[config.mk]
export PLATFORM = sky130hd
export DESIGN_NAME = instr_fetch
export DESIGN_NICKNAME = d
export VERILOG_FILES = /design/src/rtl/instr_fetch.sv
export SDC_FILE = /design/constraint.sdc
export NUM_CORES = 1
export LEC_CHECK = 0
export BUFFER_PORTS_ARGS = -buffer_cell sky130_fd_sc_hd__buf_2
export CAP_MARGIN = 20
export CORE_MARGIN = 5
export CORE_UTILIZATION = 40
export CTS_CLUSTER_DIAMETER = 150
export DETAILED_ROUTE_END_ITERATION = 10
export GPL_TIMING_DRIVEN = 1
export MAX_ROUTING_LAYER = met4
export PLACE_DENSITY = 0.66
export SLEW_MARGIN = 20
export SYNTH_ARGS = -nofsm -noshare
export SYNTH_HDL_FRONTEND = slang
export SYNTH_SLANG_ARGS = --single-unit
[constraint.sdc]
create_clock -name clk -period 1.7 [get_ports clk]
set_input_delay 0.085 -clock clk [delete_from_list [all_inputs] [get_ports clk]]
set_output_delay 0.085 -clock clk [all_outputs]
set_load 0.02 [all_outputs]
[src/rtl/instr_fetch.sv]
// instr_fetch: instruction fetch stage for the 9-bit CPU.
// Owns the program counter, drives the synchronous instruction ROM and
// hands one instruction per cycle to the decoder. Accepts halt (done),
// absolute jump and PC-relative branch requests back from the decoder.
//
// Ports:
//   clk, reset            clock, synchronous active-high reset
//   start                 begin execution at RESET_PC (IDLE/HALT only)
//   done                  halt request for the current instruction
//   stall                 freeze fetch (state, pc, imem_addr, instr held)
//   jump_en, jump_target  absolute redirect
//   rel_en, rel_offset    relative branch, signed offset from pc
//   imem_addr, imem_data  ROM address out, ROM data back one cycle later
//   instr, instr_valid    instruction to decoder (NOP when not valid)
//   pc                    address of instr
//   busy, halted          status (RUN/BUBBLE, HALT)
//
// state  | meaning
// IDLE   | after reset, waiting for start
// RUN    | instr holds a valid instruction every non-stalled cycle
// BUBBLE | redirect taken; ROM data is the squashed fall-through fetch
// HALT   | done seen; waiting for start
module instr_fetch #(
  parameter int          PC_W     = 10,
  parameter int          OFF_W    = 8,
  parameter int          RESET_PC = 0,
  parameter logic [8:0]  NOP      = 9'h022
) (
  input  logic             clk,
  input  logic             reset,
  input  logic             start,
  input  logic             done,
  input  logic             stall,
  input  logic             jump_en,
  input  logic [PC_W-1:0]  jump_target,
  input  logic             rel_en,
  input  logic [OFF_W-1:0] rel_offset,
  output logic [PC_W-1:0]  imem_addr,
  input  logic [8:0]       imem_data,
  output logic [8:0]       instr,
  output logic             instr_valid,
  output logic [PC_W-1:0]  pc,
  output logic             busy,
  output logic             halted
);

  typedef enum logic [1:0] {
    S_IDLE   = 2'd0,
    S_RUN    = 2'd1,
    S_BUBBLE = 2'd2,
    S_HALT   = 2'd3
  } state_t;

  localparam logic [PC_W-1:0] RST_PC = PC_W'(RESET_PC);

  state_t          state_q, state_d;
  logic [PC_W-1:0] pc_q, pc_d;
  logic [PC_W-1:0] addr_q, addr_d;
  logic            stalled_q, stalled_d;
  logic [8:0]      hold_q, hold_d;
  logic [PC_W-1:0] rel_target;

  // Offset is sign-extended to PC_W; the add wraps modulo 2^PC_W.
  assign rel_target = pc_q + {{(PC_W-OFF_W){rel_offset[OFF_W-1]}}, rel_offset};

  always_ff @(posedge clk) begin
    if (reset) begin
      state_q   <= S_IDLE;
      pc_q      <= RST_PC;
      addr_q    <= RST_PC;
      stalled_q <= 1'b0;
      hold_q    <= NOP;
    end else begin
      state_q   <= state_d;
      pc_q      <= pc_d;
      addr_q    <= addr_d;
      stalled_q <= stalled_d;
      hold_q    <= hold_d;
    end
  end

  always_comb begin
    state_d   = state_q;
    pc_d      = pc_q;
    addr_d    = addr_q;
    stalled_d = 1'b0;
    hold_d    = hold_q;

    unique case (state_q)
      S_IDLE, S_HALT: begin
        addr_d = RST_PC;
        if (start) begin
          state_d = S_RUN;
          pc_d    = RST_PC;
          addr_d  = RST_PC + PC_W'(1);
        end
      end
      S_RUN: begin
        if (stall) begin
          // The ROM keeps reading the held address (pc+1), so its output
          // moves on after the first stalled cycle. Capture the current
          // instruction once and present it for the rest of the stall.
          stalled_d = 1'b1;
          if (!stalled_q) hold_d = imem_data;
        end else if (done) begin
          state_d = S_HALT;
          addr_d  = RST_PC;
        end else if (jump_en) begin
          state_d = S_BUBBLE;
          pc_d    = jump_target;
          addr_d  = jump_target;
        end else if (rel_en) begin
          state_d = S_BUBBLE;
          pc_d    = rel_target;
          addr_d  = rel_target;
        end else begin
          pc_d   = addr_q;
          addr_d = addr_q + PC_W'(1);
        end
      end
      S_BUBBLE: begin
        if (!stall) begin
          state_d = S_RUN;
          addr_d  = pc_q + PC_W'(1);
        end
      end
      default: state_d = S_IDLE;
    endcase
  end

  assign imem_addr   = addr_q;
  assign pc          = pc_q;
  assign instr_valid = (state_q == S_RUN);
  assign instr       = !instr_valid ? NOP : (stalled_q ? hold_q : imem_data);
  assign busy        = (state_q == S_RUN) || (state_q == S_BUBBLE);
  assign halted      = (state_q == S_HALT);

endmodule

# --- Word-level counts from Yosys, hierarchy flattened ---
# Index checks and enable logic that the tools add are counted.
totals:
  register_bits: 32
op_classes:
  add_sub_neg: 3
  eq_ne: 8
  mux: 23
  bitwise: 1
  reduce_logical: 9
ops:
  columns: ["operator", "n"]
  rows:
  - ["10-bit two-way mux", 10]
  - ["10-bit one-hot mux with 3 select lines", 1]
  - ["10-bit by 1-bit adder with 10-bit output (second input constant)", 2]
  - ["10-bit one-hot mux with 2 select lines", 1]
  - ["9-bit two-way mux", 2]
  - ["2-bit two-way mux", 6]
  - ["10-bit adder", 1]
  - ["2-bit inequality test (second input constant)", 4]
  - ["4-bit AND reduction", 2]
  - ["2-bit one-hot mux with 3 select lines", 1]
  - ["2-bit == test (second input constant)", 2]
  - ["4-bit inequality test (second input constant)", 1]
  - ["2-bit AND reduction", 2]
  - ["2-bit OR reduction", 2]
  - ["2-bit by 1-bit == test with 1-bit output (second input constant)", 1]
  - ["2-bit logical NOT", 1]
  - ["1-bit two-way mux", 2]
  - ["2-bit nonzero test", 1]
  - ["1-bit logical OR", 1]
  - ["1-bit NOT", 1]

# --- Depth between registers and ports, before layout ---
# Gate-level depths: netlist of run 1.
logic_depth:
  ltp_word: 6
  mapped_depth: 8

# --- Worst setup path after synthesis of run 1 ---
# Ideal clock, no wire load.
synth_path:
  path_kind: "register to register"
  from: "register pc_q[6], in the netlist pc[6]"
  to: "register addr_q[7], in the netlist imem_addr[7]"
  t_arrival_ps: 1948
  slack_ps: -334
  stages_incl_launch_ff: 8
  n_path_buf: 1
  synth_period_minus_slack_ps: 2034
  cell_sequence: "dfxtp_1 > ha_1 > buf_4 > a2111o_1 > a21oi_1 > mux2i_1 > o211ai_1 > a211oi_1"
synth_via:
  elab_chain_cells: 6
synth_lines:
  columns: ["item", "line_no", "text"]
  rows:
  - ["from (decl)", "57", "logic [PC_W-1:0] pc_q, pc_d;"]
  - ["from (signal assigned)", "75", "pc_q <= pc_d;"]
  - ["10-bit adder", "64", "assign rel_target = pc_q + {{(PC_W-OFF_W){rel_offset[OFF_W-1]}}, rel_offset};"]
  - ["10-bit two-way mux", "112", "end else if (rel_en) begin"]
  - ["10-bit two-way mux", "108", "end else if (jump_en) begin"]
  - ["10-bit two-way mux", "105", "end else if (done) begin"]
  - ["10-bit two-way mux", "99", "if (stall) begin"]
  - ["10-bit one-hot mux with 3 select lines (*)", "89", "unique case (state_q)"]
  - ["to (signal assigned)", "76", "addr_q <= addr_d;"]
  - ["to (decl)", "58", "logic [PC_W-1:0] addr_q, addr_d;"]
# Every way passes the cells marked *; elsewhere a longest branch is shown, timed or not. The select of a mux whose other input is x is not followed.
# A chain may end at the register's enable or synchronous reset.

# --- Final worst setup path of run 1 ---
# Ends and elaborated chain as after synthesis.

==> flow_summary.json, run 1 <==
{
  "critPathArrivalTime_ps": 2100,
  "clkLatencyLatePin_ps": 290,
  "cts_buffer_depth": 2,
  "area_growth_pct": 48.94,
  "crit_family": "compound AO/OA/AOI/OAI gates",
  "max_stage_delay_ps": 390,
  "rrSetupSlack_ps": -190,
  "port_buffers": 65,
  "slew_headroom_pct": 60.17,
  "design.die.area_um2": 7846,
  "intPower_mw": 1.993,
  "fin_skew_ps": 7.954,
  "htree_num_levels": 2,
  "synth_top_cell_by_area": "dfxtp_1",
  "synth_area_per_cell_um2": 7.767,
  "drtAntennaViolNets": 0,
  "root_buffer": "clkbuf_8",
  "setup_slack_ps": -193.4,
  "slowest_stage": "a2111o_1",
  "fin_setup_tns_ps": -943.3,
  "drc_errors": 0,
  "drtIter0Drc": 196,
  "netlist.area_leader.share_pct": 25.94,
  "drv_cap": 0,
  "grt_pass1_vias": 2756,
  "synth_common_cells": "39 x nand2_1, 32 x dfxtp_1, 24 x o21ai_0, 23 x a21oi_1, 23 x nor2_1",
  "hold_violations": 0,
  "yosysWarnings": 0,
  "timing.rr.start": "pc[6]",
  "num_vias": 2842,
  "cp-end-kind": "flop",
  "synth_ff_type": "dfxtp_1",
  "setup_viol": 10,
  "wl_per_cell_um": 16.58,
  "drt_pre_antenna_iters": 5,
  "avgViaCountPerCell": 5.606,
  "netlist_area_um2": 2470,
  "ys_types": 56,
  "tightest_slew_ps": 596.7,
  "final_nets": 480,
  "clkSlewWorstSetupHoldPaths_ps": 70,
  "ys_seq_area_share_pct": 25.94,
  "start_util_pct": 41.47,
  "period_minus_slack_ps": 1893,
  "grt_use_total_pct": 22.51,
  "rsz0062_at_grt": "true",
  "switching_share_pct": 40.69,
  "dp_slack_ps": -212.3,
  "syn_nets": 367,
  "reg2reg_depth": 6,
  "grt_overflow": 0,
  "p_comb_share_pct": 51.3,
  "cts_tree": "yes",
  "fp.dieH_um": 88.58,
  "p_clk_share_pct": 20.5,
  "worst_r2r_endpoint": "imem_addr[7]",
  "async_flop_share_pct": 0,
  "syn_inst": 318,
  "crit_required_ps": 1910,
  "post_route_cells_drive_above_1_share_pct": 43.75,
  "postCtsHoldBufs": 0,
  "grt_first_pass_wirelength_um": 13360,
  "boundaryPins": 66,
  "die_w_um": 88.58,
  "core_area_um2": 5956,
  "gp_congestion": 0.8924,
  "path_buf_inv": 0,
  "power.density_nw_per_um2": 913.5,
  "cts_buffers": 5,
  "switchingPower_mw": 1.367,
  "grt_antenna_before_repair": 0,
  "holdCritPathClass": "input pin to flop",
  "fin_crit_sh_pct": 111.4,
  "synth_most_common_cell": "nand2_1",
  "cts.sinks": 32,
  "critical_path.cell_chain": "ha_4 > a2111o_1 > a21oi_2 > mux2i_2 > o211ai_1 > a211oi_1",
  "fp-row-count": 28,
  "max-vdd-ir-drop_v": 0.0006909,
  "seqPwrFrac_pct": 28.2,
  "ys_seq_elements": 32,
  "path_class": "flop to flop",
  "diodes": 0,
  "hold_start": "imem_data[5]",
  "place_hpwl_um": 6368,
  "failed_checks": "setup timing",
  "hold_depth": 3,
  "whs_endpoint": "hold_q[5]",
  "synth_area_leaders": "dfxtp_1 26%, ha_1 7.1%, nand2_1 5.9%, o21ai_0 4.9%, a21oi_1 4.7%",
  "outcome": "finished, violations left",
  "grt_max_degree": 23,
  "static-leakage-power_nw": 1.591,
  "worstPathMaxFanout": 4,
  "fmax_ghz": 0.5282,
  "slew_violations": 0,
  "drt_wl_total_um": 8407,
  "synth_edf_count": 0,
  "critPathLaunchType": "flop"
}
[worst reg2reg max path: cells and delay by family, from the launching register on]
kind / cells / cell delay [ps]
flip-flops: 1 / 360
multiplexers: 1 / 300
adder cells (fa/ha/maj): 1 / 230
AO/OA/AOI/OAI: 4 / 910
[metrics by stage]
step	hold slack (ps)	power, mW	instances	instance area [µm²]	utilization, %
after floorplan	207.6	1.906	318	2631	-
final	19.28	3.361	507	3679	61.76
after CTS	13.60	3.286	503	3527	59.22
after global placement	310.6	2.523	492	3337	56.03
after detailed placement	319.1	2.537	492	3337	56.03
after global routing	30.01	3.564	507	3679	61.76
[logic make-up (layout without fill, tap and decap cells)]
| group | Yosys count | after routing | synth area share, % |
|---|---|---|---|
| buf+inv | 25 | 139 | 4.508 |
| mux | 10 | 10 | 4.053 |
| xor+xnor | 15 | 15 | 5.319 |
| fa+ha+maj | 15 | 15 | 7.903 |
| simple gates | 116 | 116 | 23.20 |
| flops | 32 | 32 | 25.94 |
| compound gates | 105 | 105 | 29.08 |
[flip-flops by register name (all words and copies together), names as in the netlist]
register	cells
hold_q	9
imem_addr	10
pc	10
stalled_q	1
state_q	2
[power by group through the flow]
stage / sequential [mW] / clock [mW] / combinational, mW
finish: 0.948 / 0.689 / 1.72
global route: 0.963 / 0.732 / 1.87
CTS: 0.944 / 0.710 / 1.63
detailed placement: 0.961 / 0 / 1.58
global placement: 0.957 / 0 / 1.57
floorplan: 0.984 / 0 / 0.922
[per-layer routing]
| metal | share of wire [%] | vias to the layer above | global-route usage [%] |
|---|---|---|---|
| met5 | 0 | - | - |
| met4 | 1.3 | 0 | 5.907 |
| met3 | 6.9 | 12 | 3.166 |
| met2 | 47 | 113 | 37.19 |
| met1 | 45 | 1318 | 28.86 |
| li1 | - | 1399 | - |
[layout by cell type (no fill, tap or decap), types with 6 or more instances in the layout]
cell type / instances
dfxtp_2: 6
a21oi_1: 17
o21ai_0: 16
buf_4: 55
nand4_1: 7
dfxtp_1: 21
nor2b_1: 10
nand3_1: 11
buf_2: 64
ha_4: 9
mux2i_1: 9
xor2_1: 8
nand2_1: 39
xnor2_1: 6
nor2_1: 22
a21oi_2: 6
inv_1: 11
[how the worst max path moves through the flow]
stage	to	startpoint	slack (ps)	depth (start not counted)
final	imem_addr[7]	pc[6]	-190	6
after global routing	imem_addr[7]	pc[6]	-250	6
after CTS	imem_addr[7]	pc[6]	-170	6
after detailed placement	pc[9]	pc[1]	-210	6
after global placement	pc[9]	pc[1]	-190	6
after floorplan	pc[9]	pc[6]	-160	7
[layout make-up]
cell class	count	area, µm²
clock inverter	2	12.51
inverter	11	41.29
tap	75	93.84
multi-input combinational	261	2026
sequential	32	666.9
timing repair buffer	120	744.5
clock buffer	6	93.84
fill	520	2277
[timing repair]
action	CTS	global route
gates resized for setup	18	29
endpoints found under the setup margin	15	35
setup buffers	3	4
pin swaps	17	12
(Power assumes the default switching activity.)
==> run 2, diff against run 1 <==
- ABC_AREA: not set -> 1
==> run 2 against run 1 <==
The flow still finishes with violations (setup timing). Sequential share of layout area up 0.29 points. Clock power is 10% lower. Non-clock buffer count is 22 lower. Combinational power grew 42%. Wire length decreased by 7.4%. Hold slack improved by 67 ps. First-iteration DRC count down 37%. Die area is 2.1% higher. Power rose by 23%. Setup slack improved by 160 ps. Largest cell class unchanged. Maximum frequency is 9.5% higher.
==> flow_summary.json, run 2 <==
{
  "outcome": "finished, violations left",
  "failed_checks": "setup timing",
  "crit_required_ps": 1860,
  "synth_most_common_cell": "nand2_1",
  "ys_types": 43,
  "gp_congestion": 0.8697,
  "die_w_um": 89.49,
  "worstPathMaxFanout": 4,
  "grt_first_pass_wirelength_um": 12780,
  "grt_pass1_vias": 2923,
  "design.die.area_um2": 8008,
  "final_nets": 521,
  "post_route_cells_drive_above_1_share_pct": 42.07,
  "fin_setup_tns_ps": -34.26,
  "static-leakage-power_nw": 1.577,
  "synth_common_cells": "97 x nand2_1, 39 x a21oi_1, 32 x dfxtp_1, 31 x nor2_1, 29 x inv_1",
  "synth_area_per_cell_um2": 6.704,
  "slew_violations": 0,
  "avgViaCountPerCell": 5.251,
  "place_hpwl_um": 6031,
  "fmax_ghz": 0.5783,
  "fp-row-count": 29,
  "fin_skew_ps": 10.80,
  "htree_num_levels": 2,
  "switching_share_pct": 46.77,
  "intPower_mw": 2.199,
  "netlist.area_leader.share_pct": 25.35,
  "placedInstanceArea_um2": 3124,
  "critPathLaunchType": "flop",
  "diodes": 0,
  "tightest_slew_ps": 543.6,
  "worst_r2r_endpoint": "imem_addr[6]",
  "cts.sinks": 32,
  "boundaryPins": 66,
  "p_comb_share_pct": 59.3,
  "cts_tree": "yes",
  "timing.hold.ws_ps": 86.30,
  "synth_top_cell_by_area": "dfxtp_1",
  "syn_inst": 377,
  "area_growth_pct": 42.18,
  "final_cell_area_um2": 3593,
  "async_flop_share_pct": 0,
  "fillCellCount": 593,
  "setup_slack_ps": -29.18,
  "wl_per_cell_um": 14.15,
  "clkSlewWorstSetupHoldPaths_ps": 80,
  "max-vdd-ir-drop_v": 0.0009460,
  "hold_depth": 3,
  "slew_headroom_pct": 63.76,
  "power.density_nw_per_um2": 1150,
  "drtIter0Drc": 124,
  "ys_seq_area_share_pct": 25.35,
  "hold_start": "imem_data[7]",
  "drc_errors": 0,
  "syn_nets": 426,
  "yosysWarnings": 0,
  "cts_buffers": 5,
  "fin_crit_sh_pct": 101.7,
  "grt_overflow": 0,
  "switchingPower_mw": 1.932,
  "synth_edf_count": 0,
  "drt_wl_total_um": 7781,
  "synth_area_leaders": "dfxtp_1 25%, nand2_1 14%, a21oi_1 7.7%, ha_1 6.9%, nand3_1 5.5%",
  "start_util_pct": 40.50,
  "power_mw": 4.131,
  "ys_seq_elements": 32,
  "netlist_area_um2": 2527,
  "clkLatencyLatePin_ps": 290,
  "num_vias": 2888,
  "synth_ff_type": "dfxtp_1",
  "critPathArrivalTime_ps": 1890,
  "holdCritPathClass": "input pin to flop",
  "grt_antenna_before_repair": 0,
  "cts_buffer_depth": 2,
  "seqPwrFrac_pct": 25.8,
  "drt_pre_antenna_iters": 4,
  "timing.rr.start": "pc[0]",
  "setup_viol": 2,
  "final_cell_mix": "87 x nand2_1, 65 x buf_2, 33 x a21oi_1",
  "path_class": "flop to flop",
  "grt_max_degree": 25,
  "fp.dieH_um": 89.49,
  "p_clk_share_pct": 14.9,
  "cp-end-kind": "flop",
  "rrSetupSlack_ps": -30,
  "reg2reg_depth": 11,
  "final_common_cell": "nand2_1",
  "core_area_um2": 6241,
  "rsz0062_at_grt": "true",
  "drtAntennaViolNets": 0,
  "postCtsHoldBufs": 0,
  "grt_use_total_pct": 20.96,
  "hold_violations": 0,
  "period_minus_slack_ps": 1729,
  "whs_endpoint": "hold_q[7]",
  "drv_cap": 0,
  "root_buffer": "clkbuf_8",
  "port_buffers": 65
}
## run 2: changes by cell type after synthesis, moves of 7 or more
cell     change
inv_1       +18
o21ai_0     -10
a22oi_1      -7
nor2b_1     -10
nand2_1     +58
nand3_1     +17
nor2_1       +8
a21oi_1     +16
## run 2: worst max-delay path, cell delays in order, from the launching register on
cell and delay, ps:
dfxtp_2 340, ha_4 160, fa_2 350, nand3_2 90, nand3_4 90, a21oi_2 150, or2_1 120, nand3_2 70
nand2_1 70, nand2_1 40, nand2_1 70, a21oi_2 50
## run 2: kinds of logic after synthesis
group | after synthesis | synth area share (%)
and+or+nand+nor | 189 | 34.51
adders and majority gates | 15 | 7.723
xor gates and xnor gates | 6 | 2.080
buffers and inverters | 46 | 7.376
AOI/OAI and AO/OA | 82 | 20.20
DFF | 32 | 25.35
muxes | 7 | 2.772
## run 2: repair_timing
item / CTS / global route
endpoints found under the setup margin: 17 / 28
pin swaps: 3 / 22
buffers inserted: 1 / 4
endpoints found under the hold margin: 0 / 0
resized for setup: 12 / 55
## run 2: worst max path at each step
| stage | startpoint | endpoint | slack [ps] | depth (start not counted) |
|---|---|---|---|---|
| after floorplan | pc[0] | imem_addr[6] | -20 | 11 |
| after global placement | state_q[0] | pc[7] | -120 | 9 |
| after detailed placement | state_q[0] | pc[7] | -130 | 9 |
| after CTS | pc[0] | imem_addr[6] | -20 | 11 |
| after global routing | pc[0] | imem_addr[8] | -150 | 11 |
| final | pc[0] | imem_addr[6] | -30 | 11 |
## run 2: layout make-up
type / count / area, µm² / area share, %
multi-input combinational: 299 / 2012 / 55.99
sequential: 32 / 661.9 / 18.42
timing repair buffer: 98 / 593.1 / 16.50
inverter: 36 / 137.6 / 3.830
tap: 77 / 96.34 / 2.681
clock buffer: 5 / 68.82 / 1.915
clock inverter: 3 / 23.77 / 0.6616
## run 2: per-stage QoR
stage | util [%] | worst slack (ps) | std cells
after global placement | 50.06 | -121.4 | 537
final | 57.58 | -29.18 | 550
after floorplan | - | -16.67 | 377
after global routing | 57.58 | -154.5 | 550
after CTS | 52.93 | -23.51 | 546
after detailed placement | 50.06 | -130.4 | 537
## run 2: power by group through the flow
stage          Clock, mW  Sequential, mW  Combinational (mW)
6_report           0.617            1.07                2.45
5_1_grt            0.670            1.09                2.70
4_1_cts            0.641            1.03                2.24
3_5_place_dp           0            1.04                2.09
3_3_place_gp           0            1.03                2.08
2_1_floorplan          0            1.12                1.31
## run 2: routing by layer
metal / vias up / GRT usage, % / share of wire [%]
li1: 1473 / - / -
met1: 1311 / 25.08 / 43
met2: 91 / 35.57 / 49
met3: 13 / 3.226 / 6.2
met4: 0 / 7.442 / 1.8
met5: - / - / 0
==> run 3, diff against run 2 <==
- ABC_AREA: 1 -> not set
- CELL_PAD_IN_SITES_DETAIL_PLACEMENT: not set -> 1
- CELL_PAD_IN_SITES_GLOBAL_PLACEMENT: not set -> 1
- CORE_UTILIZATION: 40 -> 34
- PLACE_DENSITY: 0.66 -> not set
- PLACE_DENSITY_LB_ADDON: not set -> 0.1
==> run 3 against run 2 <==
The flow still finishes with violations (setup timing). Utilization fell by 5.7 points. Global-route usage rose by 2.1 points. Non-clock buffer count rose by 27. Power fell by 17%. Clock skew fell by 7.2 ps.
==> flow_summary.json, run 3 (synthesis results as in run 1) <==
{
  "fmax_ghz": 0.5268,
  "setup_viol": 14,
  "failed_checks": "setup timing",
  "diodes": 0,
  "timing.hold.ws_ps": 33.96,
  "fin_crit_sh_pct": 111.7,
  "final_nets": 485,
  "crit_required_ps": 1890,
  "place_hpwl_um": 7594,
  "holdCritPathClass": "input pin to flop",
  "fin_skew_ps": 3.587,
  "slew_violations": 0,
  "clkSlewWorstSetupHoldPaths_ps": 70,
  "critPathLaunchType": "flop",
  "seqCellArea_um2": 664.4,
  "setup_slack_ps": -198.1,
  "grt_use_total_pct": 23.11,
  "port_buffers": 65,
  "gp_congestion": 0.8488,
  "cts.sinks": 32,
  "static-leakage-power_nw": 1.616,
  "slew_headroom_pct": 59.20,
  "postCtsHoldBufs": 0,
  "boundaryPins": 66,
  "grt_pass1_vias": 3181,
  "hold_violations": 0,
  "drtAntennaViolNets": 0,
  "rsz0062_at_grt": "true",
  "htree_num_levels": 2,
  "design.die.area_um2": 9069,
  "max-vdd-ir-drop_v": 0.0003749,
  "grt_first_pass_wirelength_um": 15960,
  "fillCellCount": 899,
  "wl_per_cell_um": 18.17,
  "worstPathMaxFanout": 4,
  "fp.dieH_um": 95.23,
  "drt_pre_antenna_iters": 4,
  "cts_buffer_depth": 2,
  "root_buffer": "clkbuf_8",
  "critPathArrivalTime_ps": 2090,
  "clkLatencyLatePin_ps": 290,
  "drtIter0Drc": 159,
  "cts_tree": "yes",
  "drv_cap": 0,
  "final_cell_mix": "64 x buf_2, 60 x buf_4, 39 x nand2_1",
  "drc_errors": 0,
  "drt_wl_total_um": 9741,
  "grt_antenna_before_repair": 0,
  "area_growth_pct": 50.76,
  "multi_input_area_um2": 2007,
  "num_vias": 2872,
  "die_w_um": 95.23,
  "path_class": "flop to flop",
  "grt_max_degree": 23,
  "power.density_nw_per_um2": 924.9,
  "outcome": "finished, violations left",
  "grt_overflow": 0,
  "core_area_um2": 7176,
  "period_minus_slack_ps": 1898,
  "tightest_slew_ps": 611.2,
  "final_util_pct": 51.89,
  "cts_buffers": 5,
  "final_common_cell": "buf_2",
  "start_util_pct": 34.42,
  "avgViaCountPerCell": 5.358,
  "cp-end-kind": "flop",
  "fp-row-count": 31,
  "post_route_cells_drive_above_1_share_pct": 44.16,
  "power_mw": 3.444
}
[run 3: cell types whose count changed in the layout (fill, tap and decap cells not counted), moves of 6 or more]
cell and delta:
nand2_2 -11, nand3_2 -12, inv_1 -17, buf_4 +30
nand3_1 -6, nor2b_1 +9, inv_2 -7, a21oi_2 -6
a22oi_1 +7, nand2_1 -48, a21oi_1 -15
[run 3: layout make-up]
type	instances	area share [%]
Sequential cell	32	17.84
Inverter	11	1.109
Multi-Input combinational cell	261	53.90
Timing Repair Buffer	125	21.00
Clock inverter	2	0.3024
Tap cell	99	3.327
Clock buffer	6	2.520
[run 3: power breakdown]
group / switching (mW) / internal, mW
combinational: 0.999 / 0.796
clock: 0.326 / 0.376
sequential: 0.102 / 0.844
total: 1.43 / 2.02
[run 3: what timing repair did]
action                     4_1_cts  5_1_grt
gates resized for setup         19       25
setup buffers                    4        3
pin swaps                       17       10
setup endpoints to repair       25       23
[run 3: metrics by stage]
step	setup TNS (ps)	instance area, µm²	std cells	setup WS (ps)
floorplan	-405.1	2631	318	-163.4
global placement	-1014	3405	521	-191.1
detailed placement	-1592	3405	521	-231.2
CTS	-911.7	3613	533	-162.2
global route	-2487	3724	536	-265.9
finish	-1126	3724	536	-198.1
[run 3: metal layers]
metal | track usage (%) | vias to the layer above | wire length (µm)
met5 | - | - | 0
met4 | 5.769 | 0 | 172
met3 | 2.368 | 16 | 339
met2 | 40.52 | 60 | 4869
met1 | 28.32 | 1394 | 4359
li1 | - | 1402 | -
[run 3: worst paths after layout]
path / start / endpoint / slack (ps) / cells after the start
worst min-delay path: imem_data[5] / hold_q[5] / 30 / 3
worst min register to register: hold_q[4] / hold_q[4] / 460 / 2
worst max register to register: pc[5] / pc[9] / -200 / 6
worst max-delay path: pc[5] / pc[9] / -200 / 6
[run 3: worst max-delay path, cell delays in order, from the launching register on]
cell	delay (ps)
dfxtp_2	350
ha_4	290
nand4_1	140
or4b_4	500
o32ai_2	150
a211oi_2	100
a32o_2	270
